`src/rtl/fp_exec_stage.sv`:
```
// Issue/execute wrapper in front of FP_Unit: decodes one RV32F op, holds the FPU controls for a
// per-class latency, then captures the result and offers it to writeback with valid/ready.
module fp_exec_stage #(
  parameter int unsigned LAT_ADD  = 2,
  parameter int unsigned LAT_MUL  = 3,
  parameter int unsigned LAT_DIV  = 8,
  parameter int unsigned LAT_MISC = 1,
  parameter int unsigned TAG_W    = 5
) (
  input  logic             in_clk,
  input  logic             in_rst_n,
  input  logic             in_flush,
  input  logic             in_valid,
  output logic             out_ready,
  input  logic [6:0]       in_funct7,
  input  logic [2:0]       in_funct3,
  input  logic [4:0]       in_rs2_field,
  input  logic [31:0]      in_rs1,
  input  logic [31:0]      in_rs2,
  input  logic [TAG_W-1:0] in_tag,
  output logic [31:0]      fpu_rs1,
  output logic [31:0]      fpu_rs2,
  output logic [3:0]       fpu_op,
  output logic [1:0]       fpu_fmt,
  output logic             fpu_addsub,
  output logic [2:0]       fpu_ctrl,
  input  logic [63:0]      fpu_result,
  output logic             out_valid,
  input  logic             in_ready,
  output logic [63:0]      out_result,
  output logic [TAG_W-1:0] out_tag,
  output logic             out_illegal
);

  localparam int unsigned LAT_AM  = (LAT_ADD > LAT_MUL) ? LAT_ADD : LAT_MUL;
  localparam int unsigned LAT_DM  = (LAT_DIV > LAT_MISC) ? LAT_DIV : LAT_MISC;
  localparam int unsigned LAT_MAX = (LAT_AM > LAT_DM) ? LAT_AM : LAT_DM;
  localparam int unsigned CNT_W   = $clog2(LAT_MAX) + 1;

  typedef enum logic [1:0] {IDLE, BUSY, DONE} state_t;
  typedef enum logic [3:0] {
    OP_ADDSUB = 4'd0, OP_MUL = 4'd1, OP_DIV = 4'd2, OP_MINMAX = 4'd3,
    OP_CMP = 4'd4, OP_SGNJ = 4'd5, OP_CVT = 4'd6, OP_NONE = 4'd15
  } fpu_op_t;

  state_t           state, state_next;
  fpu_op_t          op_q, dec_op;
  logic [CNT_W-1:0] cnt, dec_cnt;
  logic             dec_illegal;
  logic             illegal_q;
  logic [TAG_W-1:0] tag_q;
  logic             accept;
  logic             unused_fields;

  assign unused_fields = ^{in_funct3[2], in_rs2_field[4:2]};

  assign out_ready = (state == IDLE) | ((state == DONE) & in_ready);
  assign accept    = in_valid & out_ready & ~in_flush;
  assign fpu_op    = op_q;

  always_comb begin
    dec_op      = OP_NONE;
    dec_cnt     = CNT_W'(LAT_MISC - 1);
    dec_illegal = 1'b0;
    case (in_funct7)
      7'b0000000, 7'b0000100: begin dec_op = OP_ADDSUB; dec_cnt = CNT_W'(LAT_ADD - 1); end
      7'b0001000:             begin dec_op = OP_MUL;    dec_cnt = CNT_W'(LAT_MUL - 1); end
      7'b0001100:             begin dec_op = OP_DIV;    dec_cnt = CNT_W'(LAT_DIV - 1); end
      7'b0010000:             dec_op = OP_SGNJ;
      7'b0010100:             dec_op = OP_MINMAX;
      7'b1010000:             dec_op = OP_CMP;
      7'b1100000:             dec_op = OP_CVT;
      default:                dec_illegal = 1'b1;
    endcase
  end

  always_comb begin
    state_next = state;
    case (state)
      IDLE:    if (accept) state_next = BUSY;
      BUSY:    if (cnt == '0) state_next = DONE;
      DONE: begin
        if (accept)        state_next = BUSY;
        else if (in_ready) state_next = IDLE;
      end
      default: state_next = IDLE;
    endcase
    if (in_flush) state_next = IDLE;
  end

  always_ff @(posedge in_clk) begin
    if (!in_rst_n) state <= IDLE;
    else           state <= state_next;
  end

  always_ff @(posedge in_clk) begin
    if (!in_rst_n) begin
      cnt         <= '0;
      op_q        <= OP_NONE;
      fpu_rs1     <= '0;
      fpu_rs2     <= '0;
      fpu_fmt     <= '0;
      fpu_addsub  <= 1'b0;
      fpu_ctrl    <= '0;
      tag_q       <= '0;
      illegal_q   <= 1'b0;
      out_valid   <= 1'b0;
      out_result  <= '0;
      out_tag     <= '0;
      out_illegal <= 1'b0;
    end else if (in_flush) begin
      out_valid <= 1'b0;
      cnt       <= '0;
    end else begin
      // Retire first; a same-edge accept (DONE back-to-back) then reloads the controls below.
      if ((state == DONE) && in_ready) out_valid <= 1'b0;
      if (accept) begin
        cnt        <= dec_cnt;
        op_q       <= dec_op;
        fpu_rs1    <= in_rs1;
        fpu_rs2    <= in_rs2;
        fpu_fmt    <= in_rs2_field[1:0];
        fpu_addsub <= (in_funct7 == 7'b0000100);
        fpu_ctrl   <= {1'b0, in_funct3[1:0]};
        tag_q      <= in_tag;
        illegal_q  <= dec_illegal;
      end else if (state == BUSY) begin
        if (cnt != '0) begin
          cnt <= cnt - 1'b1;
        end else begin
          out_result  <= illegal_q ? '0 : fpu_result;
          out_tag     <= tag_q;
          out_illegal <= illegal_q;
          out_valid   <= 1'b1;
        end
      end
    end
  end

endmodule
```
`config.mk`:
```
export PLATFORM = sky130hd
export DESIGN_NAME = fp_exec_stage
export DESIGN_NICKNAME = d
export VERILOG_FILES = /design/src/rtl/fp_exec_stage.sv
export SDC_FILE = /design/constraint.sdc
export NUM_CORES = 1
export LEC_CHECK = 0
export ABC_AREA = 1
export CAP_MARGIN = 20
export CORE_MARGIN = 3
export CORE_UTILIZATION = 37
export CTS_CLUSTER_DIAMETER = 200
export CTS_CLUSTER_SIZE = 24
export DETAILED_ROUTE_END_ITERATION = 12
export HOLD_SLACK_MARGIN = 0.08
export PLACE_DENSITY = 0.77
export SYNTH_ARGS = -nofsm -noshare
export SYNTH_HDL_FRONTEND = slang
export SYNTH_SLANG_ARGS = --single-unit
```
`constraint.sdc`:
```
create_clock -name in_clk -period 1.4 [get_ports in_clk]
set_input_delay 0.28 -clock in_clk [delete_from_list [all_inputs] [get_ports in_clk]]
set_output_delay 0.28 -clock in_clk [all_outputs]
set_load 0.05 [all_outputs]
```
==> results_dict.tcl, run 1 <==
set metrics [dict create \
    fill_cells 1092 \
    area_growth_pct 96.9 \
    grt_first_pass_wirelength_um 32800 \
    num_rows 46 \
    synth_area_leader_cell "dfxtp_1" \
    synth.most_common_cell "nand2_1" \
    antenna_found_initial 0 \
    critical_path_class "flop to flop" \
    grt_start_max_net_pins 64 \
    final_core_util_pct 75.7 \
    slew_viol_final 0 \
    hold_buffers 0 \
    synth-main-ff-cell "dfxtp_1" \
    tritoncts "yes" \
    fp.dieH_um 135 \
    regArea_um2 3130 \
    seq_area_frac_synth_pct 50.4 \
    multi_input_area_um2 2610 \
    r2r_end "out_result[16]" \
    syn_inst 880 \
    clk_pin_slew_ns 0.07 \
    r2r_setup_slack_ns -0.08 \
    hp-start "in_ready" \
    power_density_nw_per_um2 935 \
    route.detailed.drc 0 \
    p_leak_nw 4.98 \
    hold_path_depth 4 \
    h-tree-depth 4 \
    ir_drop_mv 0.811 \
    skew_ns 0.00767 \
    grt_pass1_vias 6462 \
    pre_cts_ws_ns -0.339 \
    p_total_mw 11.4 \
    routed_wl_um 22300 \
    hold_viol 0 \
    die_area_um2 18300 \
    hold_end "out_valid" \
    rsz0062_at_grt "true" \
    reg2reg_from "cnt[0]" \
    cts.sinks 156 \
    critPathMaxFanout 12 \
    hold_slack_ns 0.323 \
    reg2reg_depth 9 \
    hp-class "input pin to flop" \
    ys_top_cells_by_area "dfxtp_1, nand2_1, a21oi_1" \
    synth-edff-count 0 \
    dr.pass1.iters 6 \
    synth.top_cells.by_count "nand2_1, dfxtp_1, a21oi_1" \
    syn-cell-area_um2 6200 \
    postSynthAreaPerCell_um2 7.04 \
    synthDistinctLibCells 23 \
    clockBufferDepth 2 \
    worst_slack_ns -0.0813 \
    insertion_delay_ns 0.42 \
    ant_nets 0 \
    root_buffer "clkbuf_16" \
    run_status "complete, but fails checks" \
    start_util_pct 38.5 \
    via_count 6773 \
    async_flop_share_pct 0 \
    nets 1358 \
    numCtsBuffers 17 \
    violations "setup timing" \
    numPortBuffers 293 \
    grt.overflow.total 0 \
    coreArea_um2 16100 \
    final.setup.tns_ns -0.0813 \
    drive_gt1_share_pct 25.1 \
    required_ns 1.73 \
    drtIter0Drc 303 \
    endpoint_kind "flop" \
    post_drt_via_cell_ratio 4.73 \
    cap_violations 0 \
    max_freq_mhz 675 \
    setup_violations 1 \
    fin_crit_sh_pct 106 \
    grt.total_usage_pct 22.6 \
    start_kind "flop" \
    diodes 0 \
    cp.arrival_ns 1.81 \
    synth_top_area_share_pct 50.4 \
    syn_nets 1034 \
    routedWlPerCell_um 15.5 \
    min_period_ns 1.48 \
    chipWidth_um 135 \
    yosys_warnings 0 \
    place.gp.congestion 0.785 \
    ys_ff_latch 156 \
    ios 299 \
    hpwlAfterDp_um 15600 \
]
area by class of cell:
class	instances	area share [%]
Clock buffer	18	3.60
Multi-Input combinational cell	580	21.4
Timing Repair Buffer	360	43.1
Inverter	89	2.88
Tap cell	216	2.22
Sequential cell	156	25.6
Clock inverter	14	1.11
metrics by stage:
step	instances	area (um2)
2_1_floorplan	880	6200
3_3_place_gp	1389	11200
3_5_place_dp	1389	11200
4_1_cts	1423	11900
5_1_grt	1433	12200
6_report	1433	12200
worst max path at each step:
| stage | start | to | cells past startpoint |
|---|---|---|---|
| after floorplan | cnt[0] | out_result[25] | 8 |
| after global placement | in_ready | fpu_rs1[30] | 9 |
| after detailed placement | in_ready | fpu_rs1[25] | 9 |
| after CTS | state[1] | out_ready | 2 |
| after global routing | cnt[0] | out_result[16] | 9 |
| final | cnt[0] | out_result[16] | 9 |
layer usage:
layer  routed length (um)  vias to the layer above  GRT usage [%]
met5                    0                        -              0
met4                  784                        0           9.13
met3                 1270                       51           5.87
met2                11800                      231           40.4
met1                 8390                     3128           25.5
li1                     -                     3363              -
report_power, final:
group,internal [mW],switching [mW]
Sequential,4.58,0.143
Combinational,1.15,1.04
Clock,2.53,1.96
layout by cell type, fill, tap and decap left out, types with 23 or more instances in the layout:
cell,netlist,layout
clkbuf_16,0,23
a21oi_1,149,132
inv_1,86,82
clkdlybuf4s50_1,0,147
buf_12,0,164
dfxtp_1,156,151
nand2_1,317,292
buf_4,9,37
nor2_1,84,83
nand2_2,0,23
worst max-delay path, cell delays in order (launching register included):
cell and delay [ns]:
dfxtp_2 0.32, inv_2 0.08, ha_4 0.16, nand2_4 0.06
inv_4 0.07, nand3_4 0.12, clkinv_8 0.14, clkbuf_16 0.18
nand2_1 0.07, a21oi_1 0.20
sequential cells by signal (all words and copies together) (netlist names), 4 cells and up:
name and flops:
cnt 4, fpu_op 4, fpu_rs1 32, fpu_rs2 32
out_result 64, out_tag 5, tag_q 5
cells by family (layout without fill, tap and decap cells):
| group | count (synthesis) | count (layout) | share of synthesized area [%] |
|---|---|---|---|
| and+or+nand+nor | 422 | 422 | 26.3 |
| adders and majority gates | 1 | 1 | 0.202 |
| DFF | 156 | 156 | 50.4 |
| other | 1 | 1 | 0.0605 |
| AOI/OAI and AO/OA | 155 | 155 | 12.6 |
| xor gates and xnor gates | 1 | 1 | 0.141 |
| buffers and inverters | 144 | 481 | 10.3 |
timing repair:
action                     CTS  global route
cloned                       1             8
gates resized for setup     20            48
setup endpoints to repair   71            79
buffers inserted             1             2
pin swaps                    3             7
(Power assumes the default switching activity.)
==> run 2, diff against run 1 <==
--- a/config.mk
+++ b/config.mk
@@ -7,7 +7,6 @@
 export LEC_CHECK = 0
 export ABC_AREA = 1
 export CAP_MARGIN = 20
-export CORE_MARGIN = 3
 export CORE_UTILIZATION = 37
 export CTS_CLUSTER_DIAMETER = 200
 export CTS_CLUSTER_SIZE = 24
==> results_dict.tcl, run 2 (same netlist as run 1, synthesis figures left out) <==
set metrics [dict create \
    run_status "complete, but fails checks" \
    violations "setup timing" \
    hold_buffers 0 \
    endpoint_kind "flop" \
    hold_viol 0 \
    grt_pass1_vias 6714 \
    r2r_setup_slack_ns -0.12 \
    power_density_nw_per_um2 926 \
    clk_pin_slew_ns 0.06 \
    required_ns 1.74 \
    root_buffer "clkbuf_16" \
    critical_path_class "flop to flop" \
    nets 1370 \
    place.gp.congestion 0.792 \
    drtIter0Drc 398 \
    dr.pass1.iters 5 \
    grt.overflow.total 0 \
    final-instance-count-excl-fill 1444 \
    final_common_cell "nand2_1" \
    critPathMaxFanout 6 \
    routed.top_layer "met4" \
    chipWidth_um 131 \
    ant_nets 0 \
    reg2reg_depth 8 \
    hold_slack_ns 0.384 \
    layout_common_cells "nand2_1, buf_12, dfxtp_1, clkdlybuf4s50_1, nor2_1" \
    max_freq_mhz 657 \
    via_count 7200 \
    rsz0062_at_grt "true" \
    tritoncts "yes" \
    fp.dieH_um 131 \
    fin_crit_sh_pct 109 \
    regArea_um2 3130 \
    diodes 0 \
    insertion_delay_ns 0.42 \
    coreArea_um2 16100 \
    cap_violations 0 \
    drive_gt1_share_pct 35.2 \
    start_util_pct 38.5 \
    grt_first_pass_wirelength_um 34300 \
    top_register "out_result" \
    ir_drop_mv 0.927 \
    cp.arrival_ns 1.86 \
    cp-startpoint "state[1]" \
    cts.sinks 156 \
    worst_slack_ns -0.121 \
    hpwlAfterDp_um 15000 \
    num_rows 46 \
    fill_cells 892 \
    h-tree-depth 4 \
    wl_met1_um 9270 \
    min_period_ns 1.52 \
    route.detailed.drc 0 \
    slew_viol_final 0 \
    r2r_end "fpu_rs1[23]" \
    die_area_um2 17300 \
    routed_wl_um 25100 \
    hp-class "input pin to flop" \
    wl_met3_um 1480 \
    antenna_found_initial 0 \
    reg2reg_from "state[1]" \
    grt.total_usage_pct 24.9 \
    multi_input_area_um2 3220 \
    post_drt_via_cell_ratio 4.99 \
    area_growth_pct 111 \
    cp_cell_sequence "buf_6 > nand2_4 > nand3_4 > nor2_4 > buf_12 > clkbuf_16 > nand2_4 > a21oi_2" \
    routedWlPerCell_um 17.4 \
    placedCellCount 1389 \
    setup_violations 88 \
    dr_wl_met2_um 13500 \
    numCtsBuffers 17 \
    skew_ns 0.00859 \
    max_stage_delay_ns 0.34 \
    grt_start_max_net_pins 36 \
    worstSetupEndpoint "fpu_rs1[23]" \
    largest_reg_flops 64 \
    crit_slowest_cell "dfxtp_2" \
    reg.largest.list "out_result (64), fpu_rs1 (32), fpu_rs2 (32)" \
    pre_cts_ws_ns -0.316 \
    crit_path_frequent_cell "nand2_4" \
    numPortBuffers 293 \
    ios 299 \
    clockBufferDepth 2 \
    start_kind "flop" \
    p_leak_nw 5.42 \
]
-- run 2: final cells by class --
type,count,share of cell area (%)
Clock buffer,20,3.42
Clock inverter,11,1.28
Inverter,89,2.67
Multi-Input combinational cell,580,24.6
Sequential cell,156,24.0
Tap cell,216,2.07
Timing Repair Buffer,372,42.0
-- run 2: repair_timing --
action	4_1_cts	5_1_grt
cloned	3	12
endpoints found under the setup margin	71	152
setup buffers	5	4
pin swaps	3	50
resized for setup	19	221
-- run 2: metrics by stage --
| stage | cell area [um2] | setup TNS (ns) | power, mW | utilization, % |
|---|---|---|---|---|
| after floorplan | 6200 | 0 | 5.67 | - |
| after global placement | 11100 | -30.18 | 6.88 | 69.1 |
| after detailed placement | 11100 | -35.09 | 6.92 | 69.1 |
| after CTS | 11900 | -0.0461 | 11.8 | 74.1 |
| after global routing | 13100 | -11.08 | 12.4 | 81.0 |
| final | 13100 | -3.87 | 12.1 | 81.0 |
-- run 2: worst min path at each step --
| stage | endpoint | cells after the start | from |
|---|---|---|---|
| 6_report | out_valid | 4 | in_ready |
| 5_1_grt | out_valid | 4 | in_ready |
| 4_1_cts | out_valid | 4 | in_ready |
| 3_5_place_dp | out_tag[2] | 2 | tag_q[2] |
| 3_3_place_gp | out_tag[4] | 2 | tag_q[4] |
| 2_1_floorplan | fpu_op[2] | 1 | in_rst_n |
-- run 2: worst max-delay path, delay by kind of cell (launching register included) --
family / cells / cell delay (ns)
AND/OR/NAND/NOR: 4 / 0.43
AO/OA/AOI/OAI: 1 / 0.16
buffers and inverters: 3 / 0.49
flip-flops: 1 / 0.34
-- run 2: layer usage --
| layer | track usage, % | vias to the layer above |
|---|---|---|
| li1 | - | 3376 |
| met1 | 27.6 | 3471 |
| met2 | 44.9 | 289 |
| met3 | 5.63 | 64 |
| met4 | 11.8 | 0 |
| met5 | 0 | - |
-- run 2: power breakdown --
group | internal (mW) | switching, mW | total [mW] | leakage (nW)
Sequential | 4.58 | 0.154 | 4.73 | 1.27
Combinational | 1.26 | 1.21 | 2.47 | 3.85
Clock | 3.02 | 1.86 | 4.89 | 0.296
